### src/rtl/freq_meas_scheduler.sv
// Round-robin scheduler sharing one period detector across NUM_CH comparator channels.
// Emits one {channel, period, timeout} result per measurement on a valid/ready stream.
module freq_meas_scheduler #(
    parameter int NUM_CH         = 4,
    parameter int COUNTER_WIDTH  = 18,
    parameter int SETTLE_CYCLES  = 16,
    parameter int TIMEOUT_CYCLES = 2_000_000,
    localparam int CH_W = (NUM_CH > 1) ? $clog2(NUM_CH) : 1
) (
    input  logic                     clk,
    input  logic                     rst,
    input  logic                     enable,
    input  logic [NUM_CH-1:0]        ch_mask,
    input  logic [COUNTER_WIDTH-1:0] det_period,
    input  logic                     det_stable,
    output logic                     det_clr,
    output logic [CH_W-1:0]          ch_sel,
    output logic                     busy,
    output logic                     res_valid,
    input  logic                     res_ready,
    output logic [CH_W-1:0]          res_ch,
    output logic [COUNTER_WIDTH-1:0] res_period,
    output logic                     res_timeout
);

    localparam int TO_W  = $clog2(TIMEOUT_CYCLES + 1);
    localparam int ST_W  = $clog2(SETTLE_CYCLES + 1);
    localparam int CNT_W = (TO_W > ST_W) ? TO_W : ST_W;

    localparam logic [CNT_W-1:0] SETTLE_LAST  = CNT_W'(SETTLE_CYCLES - 1);
    localparam logic [CNT_W-1:0] TIMEOUT_LAST = CNT_W'(TIMEOUT_CYCLES - 1);

    typedef enum logic [2:0] {
        S_IDLE,
        S_CLEAR,
        S_SETTLE,
        S_WAIT,
        S_EMIT,
        S_NEXT
    } state_t;

    state_t                   r_state;
    logic [CH_W-1:0]          r_cur_ch;
    logic [CNT_W-1:0]         r_cnt;
    logic                     r_det_clr;
    logic [CH_W-1:0]          r_ch_sel;
    logic                     r_busy;
    logic                     r_res_valid;
    logic [CH_W-1:0]          r_res_ch;
    logic [COUNTER_WIDTH-1:0] r_res_period;
    logic                     r_res_timeout;

    logic [CH_W-1:0] w_pick;
    logic [CH_W-1:0] w_idx;
    logic            w_found;
    logic            w_go;

    // Scan cur_ch+1 upward with wrap; cur_ch itself is the last candidate.
    always_comb begin
        w_pick  = r_cur_ch;
        w_found = 1'b0;
        w_idx   = '0;
        for (int i = 1; i <= NUM_CH; i++) begin
            w_idx = CH_W'((int'(r_cur_ch) + i) % NUM_CH);
            if (!w_found && ch_mask[w_idx]) begin
                w_found = 1'b1;
                w_pick  = w_idx;
            end
        end
    end

    assign w_go = enable && (|ch_mask);

    always_ff @(posedge clk or posedge rst) begin
        if (rst) begin
            r_state       <= S_IDLE;
            r_cur_ch      <= CH_W'(NUM_CH - 1);
            r_cnt         <= '0;
            r_det_clr     <= 1'b1;
            r_ch_sel      <= '0;
            r_busy        <= 1'b0;
            r_res_valid   <= 1'b0;
            r_res_ch      <= '0;
            r_res_period  <= '0;
            r_res_timeout <= 1'b0;
        end else begin
            unique case (r_state)
                S_IDLE, S_NEXT: begin
                    if (w_go) begin
                        r_cur_ch  <= w_pick;
                        r_ch_sel  <= w_pick;
                        r_det_clr <= 1'b1;
                        r_busy    <= 1'b1;
                        r_state   <= S_CLEAR;
                    end else begin
                        r_det_clr <= 1'b0;
                        r_busy    <= 1'b0;
                        r_state   <= S_IDLE;
                    end
                end
                S_CLEAR: begin
                    r_det_clr <= 1'b0;
                    r_cnt     <= '0;
                    r_state   <= S_SETTLE;
                end
                S_SETTLE: begin
                    if (r_cnt == SETTLE_LAST) begin
                        r_cnt   <= '0;
                        r_state <= S_WAIT;
                    end else begin
                        r_cnt <= r_cnt + 1'b1;
                    end
                end
                S_WAIT: begin
                    // A stable reading on the last timer cycle still counts.
                    if (det_stable) begin
                        r_res_ch      <= r_cur_ch;
                        r_res_period  <= det_period;
                        r_res_timeout <= 1'b0;
                        r_res_valid   <= 1'b1;
                        r_state       <= S_EMIT;
                    end else if (r_cnt == TIMEOUT_LAST) begin
                        r_res_ch      <= r_cur_ch;
                        r_res_period  <= '0;
                        r_res_timeout <= 1'b1;
                        r_res_valid   <= 1'b1;
                        r_state       <= S_EMIT;
                    end else begin
                        r_cnt <= r_cnt + 1'b1;
                    end
                end
                S_EMIT: begin
                    if (res_ready) begin
                        r_res_valid <= 1'b0;
                        r_state     <= S_NEXT;
                    end
                end
                default: begin
                    r_state <= S_IDLE;
                end
            endcase
        end
    end

    assign det_clr     = r_det_clr;
    assign ch_sel      = r_ch_sel;
    assign busy        = r_busy;
    assign res_valid   = r_res_valid;
    assign res_ch      = r_res_ch;
    assign res_period  = r_res_period;
    assign res_timeout = r_res_timeout;

endmodule

### config.mk
export PLATFORM = sky130hd
export DESIGN_NAME = freq_meas_scheduler
export DESIGN_NICKNAME = d
export VERILOG_FILES = /design/src/rtl/freq_meas_scheduler.sv
export SDC_FILE = /design/constraint.sdc
export NUM_CORES = 1
export LEC_CHECK = 0
export CAP_MARGIN = 0
export CELL_PAD_IN_SITES_DETAIL_PLACEMENT = 0
export CELL_PAD_IN_SITES_GLOBAL_PLACEMENT = 2
export CORE_UTILIZATION = 34
export DETAILED_ROUTE_END_ITERATION = 12
export GPL_TIMING_DRIVEN = 0
export PLACE_DENSITY = 0.89
export SKIP_CTS_REPAIR_TIMING = 1
export SLEW_MARGIN = 20
export SYNTH_ARGS = -nofsm -noshare
export SYNTH_HDL_FRONTEND = slang
export SYNTH_SLANG_ARGS = --single-unit
### constraint.sdc
create_clock -name clk -period 5.79 [get_ports clk]
set_input_delay 1.158 -clock clk [delete_from_list [all_inputs] [get_ports clk]]
set_output_delay 1.158 -clock clk [all_outputs]
set_load 0.005 [all_outputs]
==> results of run 1 <==
## layout make-up
type	instances	area [sq um]
plain buffers	12	63.81
clock buffers	5	68.82
repair buffers	52	520.5
multi-input cells	182	1206
clock inverters	3	90.09
fillers	694	3924
inverters	7	28.78
flip-flops and latches	52	1305
well taps	99	123.9
## kinds of logic after synthesis
family                   count (synthesis)  synth area share, %
AND/OR/NAND/NOR                        109                21.65
flip-flops                              52                50.17
AO/OA/AOI/OAI                           48                15.83
XOR/XNOR                                20                6.734
buffers and inverters                   19                3.463
multiplexers                             4                1.683
adder cells (fa/ha/maj)                  1               0.4809
## cells in the mapped netlist (2+ instances only)
cell	count	share of area (%)
nand4_1	9	2.2
nor2b_1	3	0.72
nand2b_1	3	0.72
dfstp_2	3	3.0
nor3_1	8	1.5
inv_1	7	1.0
nor4_1	3	0.72
buf_6	2	0.87
mux2_2	3	1.3
and3b_1	2	0.67
and3_1	2	0.48
nand3b_1	2	0.58
or3_1	2	0.48
dfrtp_1	49	47
or4_4	2	0.87
a22o_1	18	6.1
nand2_1	25	3.6
a21oi_1	6	1.2
o21ai_0	6	1.2
and2_1	2	0.48
xnor2_1	7	2.4
buf_2	3	0.58
clkbuf_1	7	1.0
nor2_1	32	4.6
nand3_1	8	1.5
o211ai_1	2	0.58
xor2_1	13	4.4
## layer usage
metal  part of all wire [%]  vias up
met4                   0.51        0
met5                      0        -
met2                     48       24
met1                     49     1016
met3                    2.5        2
li1                       -     1018
## report_power, final
| group | internal [mW] | total [mW] | switching, mW | leakage [nW] |
|---|---|---|---|---|
| Sequential | 0.489 | 0.563 | 0.0744 | 0.670 |
| Clock | 0.216 | 0.337 | 0.121 | 0.0784 |
| Combinational | 0.328 | 0.597 | 0.268 | 0.713 |
## cell usage in the layout, fill, tap and decap left out, drive strengths merged, types with 4 or more instances in the layout
cell and count:
nand3 8, nor3 8, nor4 4, buf 5
nor2 33, a22o 18, o21ai 8, nand2 25
nand2b 4, xnor2 7, clkbuf 12, clkdlybuf4s50 52
a21oi 7, xor2 13, dfrtp 49, inv 7
nand4 9
## sequential cells by signal (all words and copies together), names as in the netlist
register / count
busy: 1
ch_sel: 2
det_clr: 1
r_cnt: 21
r_cur_ch: 2
r_state: 3
res_ch: 2
res_period: 18
res_timeout: 1
res_valid: 1
## worst register-to-register path, cell delays in order (launching register included)
cell     delay [ns]
dfrtp_1        0.44
or4_4          0.61
nor3_1         0.42
nand2_1        0.15
o21ai_2        0.25
buf_2          0.31
nor2_1         0.07
## worst paths after layout
kind | to | slack, ns | cells past startpoint
max in group asynchronous | r_cnt[14] | 4.06 | 2
min reg2reg | res_ch[1] | 0.48 | 2
max reg2reg | r_cnt[12] | 3.43 | 6
max | r_cur_ch[0] | 2.71 | 6
min in group asynchronous | r_cnt[6] | 1.29 | 2
min | res_ch[1] | 0.48 | 2
==> summary.txt, run 1 <==
Global route
  – Met2 Use GR: 23.18%
  – Global route hottest layer: met2
  – GRT Util Overall: 14.98%
  – Pin count of the biggest net entering global routing: 53
  – First-pass GRT wire length: 9.156 mm
  – Grt total ovfl: 0
  – Met3 usage in global routing: 2.955%
  – Number of global-route vias before repair: 1887
  – M1 GR Usage: 21.15%
  – Antenna violations before repair: 0

Floorplanning
  – Core area: 7331 sq um
  – Die Height: 89.47 um
  – Die area: 8005 sq um
  – Num rows: 31
  – Top Ports: 53
  – Initial Util: 35.48%
  – Die W: 89.47 um

Setup path
  – CP Capture Type: flip-flop
  – Worst Path Buf+Inv: 2
  – CP required: 6.02 ns
  – CP max stage delay: 0.97 ns
  – Worst path slowest cell: o41ai_1
  – R2R Path Start: r_cnt[12]
  – Crit Path Class: input pin to flip-flop
  – Crit path cell chain: clkdlybuf4s50_1 -> o41ai_1 -> or3_1 -> clkbuf_1 -> nor2_1 -> xor2_1
  – Critical Path Fanout Max: 7
  – Startpoint types: input pin
  – Delay-heaviest family, CP: compound AO/OA/AOI/OAI gates
  – CP Data Arrival Time: 3.31 ns
  – Crit path launch: ch_mask[1]

Power
  – Design Power: 1.497 mW
  – Maximum VDD drop: 219.2 uV
  – P per Cell Area: 439.4 nW/um^2
  – Leak: 1.461 nW

Clock tree
  – Root buf cell: clkbuf_8
  – Clock Latency Late Sink: 0.30 ns
  – Num CTS Buffers: 5
  – H-Tree Depth: 2
  – CTS Sinks: 52
  – CTS clk-pin slew, worst paths: 0.10 ns
  – Clock buffer depth: 2
  – TritonCTS clock tree: built

Placed design
  – IO buf count: 52
  – Placement Setup Slack: 2.381 ns
  – Final Wtd Congestion: 0.7614
  – Dpl hpwl: 3.978 mm
  – Cells after DPL: 404
  – Placed cell area: 3248 sq um

Drt
  – Post-DR wirelength/cell: 13.93 um
  – Via/cell ratio: 5.000
  – DRC: 0
  – Post-DRT Antenna Nets: 0
  – Pre-antenna DRT Iters: 4
  – Starting DRT DRC Count: 64
  – Routed wire length: 5.739 mm
  – Via count: 2060

Yosys
  – EDFF count, synth: 0
  – Async SR Flop Fraction: 100.0%
  – Most used DFF post-synth: dfrtp_1
  – Mapped Area: 2601 sq um
  – Syn avg cell area: 10.28 sq um
  – Synth unique cells: 51
  – Yosys warnings: 0
  – Seq/Total Area, Yosys: 50.17%
  – Post-synthesis register bit count: 52
  – Synth Net Count: 281
  – Post-synthesis cell count: 253

Timing
  – Fmax achieved: 0.3242 GHz
  – Worst Tran Pin Value: 1.022 ns
  – Setup TNS: 0 ns
  – Final count of pins violating max slew: 0
  – Worst setup margin: 2.705 ns
  – Hold WS: 0.4812 ns
  – Setup Skew: 0.009693 ns
  – Unrepaired setup endpoints after global routing: false
  – Final hold violations: 0
  – Final setup violation count: 0
  – Tcrit/Tclk final: 53.28%
  – Slew headroom: 31.00%
  – Tmin final: 3.085 ns

Layout
  – Diode count: 0
  – Layout cells sized above 1: 10.54%
  – Final #Nets: 340
  – Post-route design area: 3407 sq um
  – P&R area growth vs syn: 30.98%
  – Final std cells w/o fill: 412
  – Final design utilization: 46.48%

Hold path
  – Hold Crit Start: res_ch[1]
  – Worst hold path class: flip-flop to flip-flop

Flow run
  – Max-Cap Viols: 0

Run status
  – Outcome: finished clean
Power figures use the tool's default switching activity.
==> run 2, diff against run 1 <==
Settings changed: CORE_UTILIZATION 34 to 32, PLACE_DENSITY 0.89 to 0.85.
Clock period 5.79 ns to 3.1 ns, I/O delays scaled along.
==> run 2 against run 1 <==
  * Critical path depth is the same
  * Clock skew barely moved
  * Setup slack got worse by 1.9 ns
  * Sequential cell count unchanged
  * Die area grew 6.1%
  * First-iteration DRC count is 13% higher
  * Clock-buffer cell count did not move
  * Register-to-register slack got worse by 2.7 ns
  * Cell area down 1.9%
  * Hold slack improved by 0.0061 ns
  * Sequential power grew 87%
  * Total power rose by 70%
  * Largest cell class unchanged
==> summary.txt, run 2 (synthesized netlist as in run 1, its figures left out) <==
Layout
  – Diode count: 0
  – P&R area growth vs syn: 28.43%
  – Layout cells sized above 1: 10.58%
  – Commonest non-fill, non-tap cell in the layout: clkdlybuf4s50_1
  – Max reg flops: 21
  – Most frequent cells in the layout: clkdlybuf4s50_1, dfrtp_1, nor2_1, nand2_1, a22o_1
  – Final std cells w/o fill: 414
  – Biggest register: r_cnt
  – Final #Nets: 340

Floorplanning
  – Top Ports: 53
  – Die area: 8493 sq um
  – Die W: 92.16 um
  – Core area: 7807 sq um
  – Num rows: 32
  – Die Height: 92.16 um
  – Initial Util: 33.32%

Hold path
  – Hold Crit Start: ch_sel[0]
  – Worst hold path depth: 2
  – Worst hold path class: flip-flop to flip-flop
  – Worst hold path endpoint: ch_sel[0]

Timing
  – Setup Skew: 0.009292 ns
  – Tmin final: 2.335 ns
  – Final setup violation count: 0
  – Tcrit/Tclk final: 75.32%
  – Worst Tran Pin Value: 0.6379 ns
  – Final hold violations: 0
  – Fmax achieved: 0.4283 GHz
  – Final count of pins violating max slew: 0
  – Setup TNS: 0 ns
  – Slew headroom: 57.01%
  – Unrepaired setup endpoints after global routing: false

Power
  – Maximum VDD drop: 327.1 uV
  – Leak: 1.426 nW
  – P per Cell Area: 760.5 nW/um^2

Clock tree
  – CTS clk-pin slew, worst paths: 0.09 ns
  – Num CTS Buffers: 5
  – Clock buffer depth: 2
  – Clock Latency Late Sink: 0.30 ns
  – CTS Sinks: 52
  – H-Tree Depth: 2
  – TritonCTS clock tree: built
  – Root buf cell: clkbuf_8

Setup path
  – CP Capture Type: flip-flop
  – Startpoint types: flip-flop
  – Critical Path Fanout Max: 10
  – R2R Path Start: r_cnt[12]
  – Crit Path Class: flip-flop to flip-flop
  – CP max stage delay: 0.61 ns
  – Reg-to-reg endpoint: r_cnt[7]
  – Delay-heaviest family, CP: simple AND/OR/NAND/NOR gates
  – Crit path cell chain: or4_4 -> nor3_1 -> nand2_1 -> o21ai_2 -> buf_2 -> nor2_1
  – Worst Path Buf+Inv: 1
  – Reg2reg setup slack: 0.77 ns
  – Worst path slowest cell: or4_4
  – CP Data Arrival Time: 2.52 ns
  – CP required: 3.29 ns
  – Worst R2R Path Depth: 6

Drt
  – Pre-antenna DRT Iters: 4
  – Via count: 2074
  – DRC: 0
  – Via/cell ratio: 5.010
  – Post-DRT Antenna Nets: 0
  – Starting DRT DRC Count: 72
  – Routed wire length: 5.692 mm
  – Post-DR wirelength/cell: 13.75 um

Global route
  – Number of global-route vias before repair: 2124
  – Grt total ovfl: 0
  – GRT Util Overall: 14.93%
  – First-pass GRT wire length: 10.11 mm
  – Pin count of the biggest net entering global routing: 53
  – Antenna violations before repair: 0

Placed design
  – IO buf count: 52
  – Dpl hpwl: 4.089 mm
  – Final Wtd Congestion: 0.7202
  – Cells after DPL: 407

Flow run
  – Max-Cap Viols: 0

Run status
  – Outcome: finished clean
## run 2: cell types whose count changed in the layout (fill, tap and decap cells not counted), sizes merged
cell,before,now
bufinv,3,0
clkinv,0,1
clkinvlp,0,1
## run 2: through the flow
| step | setup WS [ns] | hold slack, ns | total power [mW] | cell area (sq um) | util (%) |
|---|---|---|---|---|---|
| 2_1_floorplan | 1.051 | 0.4671 | 1.695 | 2601 | - |
| 3_3_place_gp | 0.1368 | 0.4618 | 2.180 | 3249 | 41.62 |
| 3_5_place_dp | 0.2010 | 0.4746 | 2.204 | 3252 | 41.65 |
| 4_1_cts | 0.4903 | 0.4986 | 2.578 | 3333 | 42.69 |
| 5_1_grt | 0.5650 | 0.5250 | 2.747 | 3341 | 42.79 |
| 6_report | 0.7652 | 0.4873 | 2.540 | 3341 | 42.79 |
## run 2: power breakdown
group / switching [mW] / leakage (nW) / internal (mW)
Combinational: 0.509 / 0.716 / 0.614
Clock: 0.210 / 0.0400 / 0.153
Sequential: 0.140 / 0.670 / 0.913
Total: 0.860 / 1.43 / 1.68
## run 2: final cells by class
cell class                      count  area, sq um
Buffer                             12        63.81
Sequential cell                    52         1305
Timing Repair Buffer               52        520.5
Fill cell                         780         4467
Tap cell                          102        127.6
Clock buffer                        5        68.82
Clock inverter                      2        12.51
Multi-Input combinational cell    182         1214
Inverter                            7        28.78
## run 2: metal layers
metal / global-route usage, % / vias up / share of wire (%)
met1: 20.91 / 1015 / 49
met4: 3.516 / 0 / 0.98
li1: - / 1013 / -
met3: 3.234 / 7 / 4.0
met2: 23.51 / 39 / 46
met5: 0 / - / 0
## run 2: how the worst max path moves through the flow
stage | slack, ns | cells after the start | end | from
after floorplan | 1.05 | 6 | res_period[10] | r_cnt[12]
after global placement | 0.14 | 6 | r_cur_ch[0] | ch_mask[1]
after detailed placement | 0.20 | 6 | r_cur_ch[0] | ch_mask[1]
after CTS | 0.49 | 6 | r_cur_ch[0] | ch_mask[1]
after global routing | 0.57 | 6 | r_cnt[4] | r_cnt[7]
final | 0.77 | 6 | r_cnt[7] | r_cnt[12]
## run 2: tightest hold or removal path, stage by stage, from the launching register on
cell     delay (ns)
dfrtp_1        0.35
nand2_1        0.05
o21ai_0        0.06
==> run 3, diff against run 2 <==
Clock period 3.1 ns to 2.36 ns, I/O delays scaled along.
==> run 3 against run 2 <==
  * Sequential power increased by 31%
  * Total power increased by 32%
  * Combinational power increased by 33%
  * Clock power increased by 31%
  * Non-clock buffer count increased by 2
  * Clock-buffer cell count unchanged
  * Utilization increased by 0.32 points
  * Sequential share of layout area decreased by 0.25 points
  * Register-to-register slack got worse by 0.66 ns
  * Cell area increased by 0.75%
  * First-iteration DRC count increased by 5.6%
  * Critical path type unchanged
  * Largest cell class unchanged
  * Highest routed layer unchanged
==> summary.txt, run 3 (synthesized netlist as in run 1, its figures left out) <==
Run status
  – Outcome: finished clean

Layout
  – Commonest non-fill, non-tap cell in the layout: clkdlybuf4s50_1
  – Most frequent cells in the layout: clkdlybuf4s50_1, dfrtp_1, nor2_1, nand2_1, a22o_1
  – Max reg flops: 21
  – Biggest register: r_cnt
  – Register Area: 1306 sq um
  – Area taken by multi-input logic gates: 1219 sq um
  – Layout cells sized above 1: 12.10%
  – # fillers: 775
  – Diode count: 0
  – Final #Nets: 342
  – P&R area growth vs syn: 29.39%
  – Final std cells w/o fill: 416

Global route
  – First-pass GRT wire length: 10.11 mm
  – GRT Util Overall: 14.93%
  – Pin count of the biggest net entering global routing: 53
  – Grt total ovfl: 0
  – Number of global-route vias before repair: 2124
  – Antenna violations before repair: 0

Setup path
  – Worst R2R Path Depth: 7
  – Critical path depth: 7
  – Startpoint types: flip-flop
  – CP max stage delay: 0.59 ns
  – CP Data Arrival Time: 2.45 ns
  – Crit Path Class: flip-flop to flip-flop
  – Delay-heaviest family, CP: simple AND/OR/NAND/NOR gates
  – Worst Path Buf+Inv: 1
  – Worst path slowest cell: or4_4
  – CP required: 2.55 ns
  – CP Capture Type: flip-flop
  – Crit path cell chain: or4_4 -> buf_4 -> o41ai_4 -> a2111oi_4 -> nand4_1 -> xor2_1 -> nor2_1
  – R2R Path Start: r_cnt[9]
  – Crit path launch: r_cnt[9]
  – Critical Path Fanout Max: 7

Timing
  – Tmin final: 2.258 ns
  – Final hold violations: 0
  – Setup Skew: 0.009136 ns
  – Fmax achieved: 0.4428 GHz
  – Final setup violation count: 0
  – Worst Tran Pin Value: 0.6351 ns
  – Unrepaired setup endpoints after global routing: false
  – Slew headroom: 57.20%
  – Worst setup margin: 0.1016 ns
  – Final count of pins violating max slew: 0
  – Tcrit/Tclk final: 95.69%

Power
  – Maximum VDD drop: 429.7 uV
  – P per Cell Area: 995.7 nW/um^2
  – Design Power: 3.351 mW
  – Leak: 1.443 nW

Drt
  – Via/cell ratio: 5.002
  – DRC: 0
  – Pre-antenna DRT Iters: 4
  – Routed wire length: 5.718 mm
  – Starting DRT DRC Count: 76
  – Post-DR wirelength/cell: 13.75 um
  – Via count: 2081
  – Post-DRT Antenna Nets: 0

Placed design
  – Dpl hpwl: 4.089 mm
  – Cells after DPL: 407
  – Final Wtd Congestion: 0.7202
  – IO buf count: 52
  – Placement Setup Slack: -0.3910 ns

Hold path
  – Worst hold path class: flip-flop to flip-flop
  – Worst hold path depth: 2
  – Hold Crit Start: ch_sel[0]

Floorplanning
  – Core area: 7807 sq um
  – Top Ports: 53
  – Die W: 92.16 um
  – Num rows: 32
  – Die area: 8493 sq um
  – Die Height: 92.16 um
  – Initial Util: 33.32%

Clock tree
  – Clock Latency Late Sink: 0.30 ns
  – Clock buffer depth: 2
  – TritonCTS clock tree: built
  – Num CTS Buffers: 5
  – CTS Sinks: 52
  – CTS clk-pin slew, worst paths: 0.09 ns
  – Root buf cell: clkbuf_8
  – H-Tree Depth: 2

Flow run
  – Max-Cap Viols: 0
## run 3: changes by cell type in the layout (fill, tap and decap cells not counted)
| cell | previous run | this run |
|---|---|---|
| clkbuf_4 | 0 | 1 |
| dfrtp_2 | 0 | 1 |
| nor3_2 | 0 | 1 |
| nor3_1 | 8 | 7 |
| buf_2 | 3 | 2 |
| clkbuf_2 | 0 | 1 |
| dfrtp_1 | 49 | 48 |
| clkbuf_1 | 7 | 6 |
| buf_4 | 0 | 2 |
## run 3: per-layer routing
| layer | vias up | wire length [um] | global-route usage (%) |
|---|---|---|---|
| met1 | 1018 | 2831 | 20.91 |
| met2 | 38 | 2612 | 23.51 |
| met3 | 7 | 218 | 3.234 |
| met5 | - | 0 | 0 |
| met4 | 0 | 56 | 3.516 |
| li1 | 1018 | - | - |
## run 3: area by class of cell
class                   count  area share [%]
clock inverters             2          0.3717
clock buffers               5           2.045
inverters                   7          0.8550
flip-flops and latches     52           38.81
multi-input cells         182           36.21
plain buffers              12           2.007
well taps                 102           3.792
repair buffers             54           15.91
## run 3: path summary, 6_finish.rpt
path | end | slack, ns
min reg2reg | ch_sel[0] | 0.49
min in group asynchronous | r_cnt[8] | 0.61
min | ch_sel[0] | 0.49
max | r_cnt[20] | 0.10
max reg2reg | r_cnt[20] | 0.10
max in group asynchronous | r_cnt[7] | 1.32
## run 3: per-stage QoR
step | hold WS [ns] | util [%] | TNS, ns | instance area [sq um]
floorplan | 0.4671 | - | 0 | 2601
global placement | 0.4618 | 41.62 | -23.62 | 3249
detailed placement | 0.4746 | 41.65 | -2.808 | 3252
CTS | 0.4986 | 42.69 | -0.5238 | 3333
global route | 0.5250 | 43.11 | 0 | 3366
finish | 0.4874 | 43.11 | 0 | 3366
## run 3: worst reg2reg max path, delay by kind of cell (launching register included)
family	cells	cell delay, ns
flops	1	0.43
simple gates	3	0.79
compound gates	2	0.60
xor+xnor	1	0.17
buf+inv	1	0.17
## run 3: power breakdown
part           total [mW]  leakage [nW]  internal (mW)  switching, mW
sequential           1.38         0.668           1.20          0.184
combinational        1.49         0.734          0.818          0.671
clock               0.478        0.0400          0.201          0.276
